--- src/rtl/dncnt8_timer.sv ---
// Programmable down-counting timer: one-shot or periodic, paced by en,
// with a registered terminal-count pulse and a borrow/underflow flag.
module dncnt8_timer #(
   parameter int WIDTH = 8
) (
   input  logic             clk,
   input  logic             reset_n,
   input  logic             start,
   input  logic             stop,
   input  logic             en,
   input  logic             mode,
   input  logic [WIDTH-1:0] load_val,
   input  logic [WIDTH-1:0] step,
   output logic [WIDTH-1:0] count,
   output logic             busy,
   output logic             done,
   output logic             tc,
   output logic             uflow
);

   typedef enum logic [1:0] {
      IDLE = 2'd0,
      RUN  = 2'd1,
      DONE = 2'd2
   } state_t;

   state_t           state_reg, state_next;
   logic [WIDTH-1:0] count_reg, count_next;
   logic [WIDTH-1:0] reload_reg, reload_next;
   logic [WIDTH-1:0] step_reg, step_next;
   logic             mode_reg, mode_next;
   logic             tc_reg, tc_next;
   logic             uflow_reg, uflow_next;
   logic             busy_reg, busy_next;
   logic             done_reg, done_next;

   logic [WIDTH-1:0] step_inv;
   logic [WIDTH-1:0] diff;
   logic [WIDTH:0]   carry;
   logic             borrow;
   logic             terminal;
   logic             start_ok;

   // Subtraction as count + ~step + 1; a missing carry-out means a borrow.
   assign step_inv = ~step_reg;
   assign carry[0] = 1'b1;

   genvar gi;
   generate
      for (gi = 0; gi < WIDTH; gi++) begin : g_sub
         assign diff[gi]      = count_reg[gi] ^ step_inv[gi] ^ carry[gi];
         assign carry[gi + 1] = (count_reg[gi] & step_inv[gi]) |
                                (carry[gi] & (count_reg[gi] ^ step_inv[gi]));
      end
   endgenerate

   assign borrow   = ~carry[WIDTH];
   assign terminal = borrow | (diff == '0);
   assign start_ok = start & (load_val != '0) & (step != '0);

   always_comb begin
      state_next  = state_reg;
      count_next  = count_reg;
      reload_next = reload_reg;
      step_next   = step_reg;
      mode_next   = mode_reg;
      uflow_next  = uflow_reg;
      tc_next     = 1'b0;

      case (state_reg)
         IDLE, DONE: begin
            if (start_ok) begin
               count_next  = load_val;
               reload_next = load_val;
               step_next   = step;
               mode_next   = mode;
               uflow_next  = 1'b0;
               state_next  = RUN;
            end
         end
         RUN: begin
            if (stop) begin
               state_next = IDLE;
            end else if (en) begin
               if (terminal) begin
                  tc_next    = 1'b1;
                  uflow_next = borrow;
                  if (mode_reg) begin
                     count_next = reload_reg;
                  end else begin
                     count_next = '0;
                     state_next = DONE;
                  end
               end else begin
                  count_next = diff;
               end
            end
         end
         default: begin
            state_next = IDLE;
         end
      endcase

      busy_next = (state_next == RUN);
      done_next = (state_next == DONE);
   end

   always_ff @(posedge clk or negedge reset_n) begin
      if (!reset_n) begin
         state_reg  <= IDLE;
         count_reg  <= '0;
         reload_reg <= '0;
         step_reg   <= '0;
         mode_reg   <= 1'b0;
         tc_reg     <= 1'b0;
         uflow_reg  <= 1'b0;
         busy_reg   <= 1'b0;
         done_reg   <= 1'b0;
      end else begin
         state_reg  <= state_next;
         count_reg  <= count_next;
         reload_reg <= reload_next;
         step_reg   <= step_next;
         mode_reg   <= mode_next;
         tc_reg     <= tc_next;
         uflow_reg  <= uflow_next;
         busy_reg   <= busy_next;
         done_reg   <= done_next;
      end
   end

   assign count = count_reg;
   assign busy  = busy_reg;
   assign done  = done_reg;
   assign tc    = tc_reg;
   assign uflow = uflow_reg;

endmodule

--- config.mk ---
export PLATFORM = sky130hd
export DESIGN_NAME = dncnt8_timer
export DESIGN_NICKNAME = d
export VERILOG_FILES = /design/src/rtl/dncnt8_timer.sv
export SDC_FILE = /design/constraint.sdc
export NUM_CORES = 1
export LEC_CHECK = 0
export CAP_MARGIN = 20
export CORE_MARGIN = 2
export CORE_UTILIZATION = 52
export CTS_CLUSTER_DIAMETER = 60
export DETAILED_ROUTE_END_ITERATION = 7
export HOLD_SLACK_MARGIN = 0.08
export PLACE_DENSITY = 0.8
export SYNTH_ARGS = -nofsm -noshare
export SYNTH_HDL_FRONTEND = slang
export SYNTH_SLANG_ARGS = --single-unit
--- constraint.sdc ---
create_clock -name clk -period 4.85 [get_ports clk]
set_input_delay 0.7275 -clock clk [delete_from_list [all_inputs] [get_ports clk]]
set_output_delay 0.7275 -clock clk [all_outputs]
set_load 0.05 [all_outputs]
==> impl_metrics.csv, run 1 <==
group,metric,value,unit
run_status,status,"finished, final reports clean",
floorplan,io_pins,34,
placed_design,port_buffers,33,
timing,fin_crit,4620,ps
placed_design,routabilityCongestion,0.791,
synthesis,synth_area_leaders,"dfrtp_1 (43%), mux2_2 (10%), fa_1 (7.8%)",
setup_path,arrival,4890,ps
synthesis,syn-mean-instance-area,12.0,um2
clocking,root_buffer,"clkbuf_4",
timing,setup_viol,0,
clocking,post_cts_buffers,0,
drt,via_per_inst,5.78,
power,pwr-share-seq,30.2,%
timing,period_share,95.2,%
drt,vias,1336,
cells_and_area,areaGrowthSynthToFinish,23.5,%
setup_path,endpoint_kind,"register",
job,maxCapViolCount,0,
power,pwr-share-clk,9.2,%
power,p_sw,711,uW
setup_path,path_cells,"inv_1 > ha_1 > fa_1 > fa_1 > fa_1 > inv_1 > fa_1 > inv_1 > fa_1 > fa_1 > inv_1 > fa_1 > nor4bb_1 > buf_4 > nand4_1 > a21oi_1 > mux2_1",
clocking,cts_tree,"built",
setup_path,worstReg2RegEnd,"count[0]$_DFFE_PN0P_",
grt,grt_pass1_wl,6580,um
setup_path,cpLargestDelayFamily,"adder cells",
setup_path,crit_type,"register to register",
clocking,cts_buffers,5,
timing,fmax,0.217,GHz
power,swShare,46.1,%
setup_path,worst-r2r-cell-count,17,
synthesis,ys_ff_latch,31,
cells_and_area,fillerInstances,284,
timing,rsz0062_at_grt,"no",
setup_path,endpoint,"count[0]$_DFFE_PN0P_",
timing,final.setup.tns,0,ps
power,p_comb_share,60.6,%
synthesis,syn_area,1790,um2
drt,post-route-drc-count,0,
power,ir_drop,0.000443,V
setup_path,crit_path_max_fanout,8,
setup_path,critPathLaunch,"count[0]$_DFFE_PN0P_",
power,p_per_area,697,nW/um2
drt,dr.pass1.iters,4,
floorplan,die_h,62.7,um
grt,grt_antenna_before_repair,0,
setup_path,cp_slowest_cell,"nor4bb_1",
drt,drt_iter0_drc,52,
clocking,h-tree-depth,2,
cells_and_area,final_layout_size_suffix_gt1_share,22.2,%
setup_path,worst_ep_required_time,5120,ps
grt,grt_start_max_net_pins,32,
setup_path,path_depth,17,
grt,grtUsageTotal,21.8,%
floorplan,die_w,62.7,um
setup_path,r2r_slack,230,ps
floorplan,start_util,54.1,%
drt,ant_nets,0,
power,p_leak,0.947,nW
timing,worst_pin_slew,584,ps
timing,finClkSkew,3.97,ps
clocking,cts_buffer_depth,2,
clocking,holdBufCountCts,0,
synthesis,syn_inst,149,
setup_path,critPathBufInv,5,
synthesis,synth_nets,179,
clocking,cts_resized,0,
grt,grt-ovfl-total,0,
power,intPower,830,uW
timing,slew-limit-headroom,61.0,%
setup_path,crit_top_cell,"fa_1",
timing,slew_violations,0,
worst_hold_path,hold_class,"register to register",
floorplan,core-area,3310,um2
grt,grt_pass1_vias,1415,
drt,wire_per_inst,16.4,um
synthesis,synth_warnings,0,
placed_design,dp.cells,223,
synthesis,yosysSeqAreaShare,43.3,%
clocking,numClockSinks,31,
setup_path,rr_startpoint,"count[0]$_DFFE_PN0P_",
floorplan,dieArea,3930,um2
setup_path,max_stage_delay,490,ps
synthesis,synth_cell_type_count,34,
cells_and_area,instances_no_fill,231,
floorplan,std_cell_rows,21,
synthesis,post-synth-top-area-fraction,43.3,%
synthesis,synth_top_cell_by_area,"dfrtp_1",
setup_path,startpoint_type,"register",
cells_and_area,nNetsFinal,214,
cells_and_area,num_antenna_cells,0,
placed_design,dpl.hpwl,2870,um
clocking,clk_pin_slew,90,ps
drt,routed_wl,3790,um
timing,hold_viol,0,
clocking,clk_latency,330,ps
[worst min-delay path by stage]
stage	start	to	slack [ps]	cells past startpoint
finish	uflow$_DFFE_PN0P_	uflow$_DFFE_PN0P_	510	1
global route	uflow$_DFFE_PN0P_	uflow$_DFFE_PN0P_	540	1
CTS	uflow$_DFFE_PN0P_	uflow$_DFFE_PN0P_	510	1
detailed placement	uflow$_DFFE_PN0P_	uflow$_DFFE_PN0P_	490	1
global placement	state_reg[1]$_DFF_PN0_	state_reg[1]$_DFF_PN0_	490	1
floorplan	reset_n	busy$_DFF_PN0_	430	0
[cell usage in the layout (no fill, tap or decap), types with 2 or more instances in the layout]
| cell | netlist | final |
|---|---|---|
| clkdlybuf4s50_1 | 0 | 33 |
| dfrtp_1 | 31 | 31 |
| inv_1 | 17 | 17 |
| mux2_2 | 16 | 16 |
| nor2_1 | 9 | 9 |
| mux2_4 | 8 | 8 |
| nand4_1 | 8 | 8 |
| a221oi_1 | 8 | 8 |
| a21oi_1 | 8 | 8 |
| fa_1 | 7 | 7 |
| clkbuf_4 | 0 | 5 |
| buf_4 | 0 | 3 |
| nor3b_1 | 2 | 2 |
| nor4_1 | 2 | 2 |
| nor4_4 | 2 | 2 |
| o31ai_1 | 2 | 2 |
| a2bb2oi_1 | 2 | 2 |
| nor2b_1 | 2 | 2 |
| mux2_1 | 2 | 2 |
| clkbuf_1 | 5 | 2 |
[layout make-up]
class	count	area, um2	area share [%]
clock buffer	7	45.0	2.04
clock inverter	1	5.00	0.226
inverter	17	63.8	2.88
multi-input combinational	93	912	41.2
sequential	31	776	35.1
tap	46	57.6	2.60
timing repair buffer	36	353	16.0
[synthesized netlist by cell type (all sizes together)]
cell type,count
ha,1
a21bo,1
dfrtp,31
and4,1
clkbuf,5
a21oi,10
a22oi,1
mux2,26
nand2,2
a21boi,3
inv,17
nor2,9
nor3b,3
a2bb2oi,2
nor4bb,1
nand2b,1
a221oi,8
buf,3
o31ai,2
nor2b,2
nand4,8
and2,1
nor4,4
fa,7
[power groups by stage]
stage / Clock, mW / Sequential [mW] / Combinational, mW
2_1_floorplan: 0 / 0.593 / 0.537
3_3_place_gp: 0 / 0.462 / 0.894
3_5_place_dp: 0 / 0.469 / 0.928
4_1_cts: 0.145 / 0.465 / 0.931
5_1_grt: 0.154 / 0.482 / 1.03
6_report: 0.142 / 0.465 / 0.934
[worst reg2reg max path: stages, from the launching register on]
cell	delay (ps)
dfrtp_1	370
inv_1	50
ha_1	200
fa_1	370
fa_1	380
fa_1	360
inv_1	70
fa_1	160
inv_1	50
fa_1	400
fa_1	370
inv_1	80
fa_1	430
nor4bb_1	490
buf_4	260
nand4_1	120
a21oi_1	230
mux2_1	170
[metal layers]
metal	part of all wire (%)	wire length (um)	global-route usage [%]	up-vias
met5	0	0	0	-
met1	40	1530	26.1	666
met4	2.0	77	8.33	0
met2	51	1920	36.4	56
met3	6.9	263	7.39	10
li1	-	-	-	604
[kinds of logic after synthesis]
family                     share of synthesized area (%)
buffers and inverters                               5.80
and+or+nand+nor                                     12.6
AOI/OAI and AO/OA                                   11.8
adders and majority gates                           8.52
muxes                                               18.0
DFF                                                 43.3
[through the flow]
step                total power, mW  area [um2]  worst slack, ps  util [%]  hold slack, ps
floorplan                      1.13        1790              288         -             432
global placement               1.36        2160              502      65.3             489
detailed placement             1.40        2160              310      65.3             494
CTS                            1.54        2210              264      66.8             514
global route                   1.66        2210             9.39      66.8             536
finish                         1.54        2210              235      66.8             511
(Power assumes the default switching activity.)
==> run 2, diff against run 1 <==
Settings changed: SKIP_LAST_GASP set to 1.
==> results of run 2 <==
The final DEF is identical to that of run 1; final timing and power are the same.
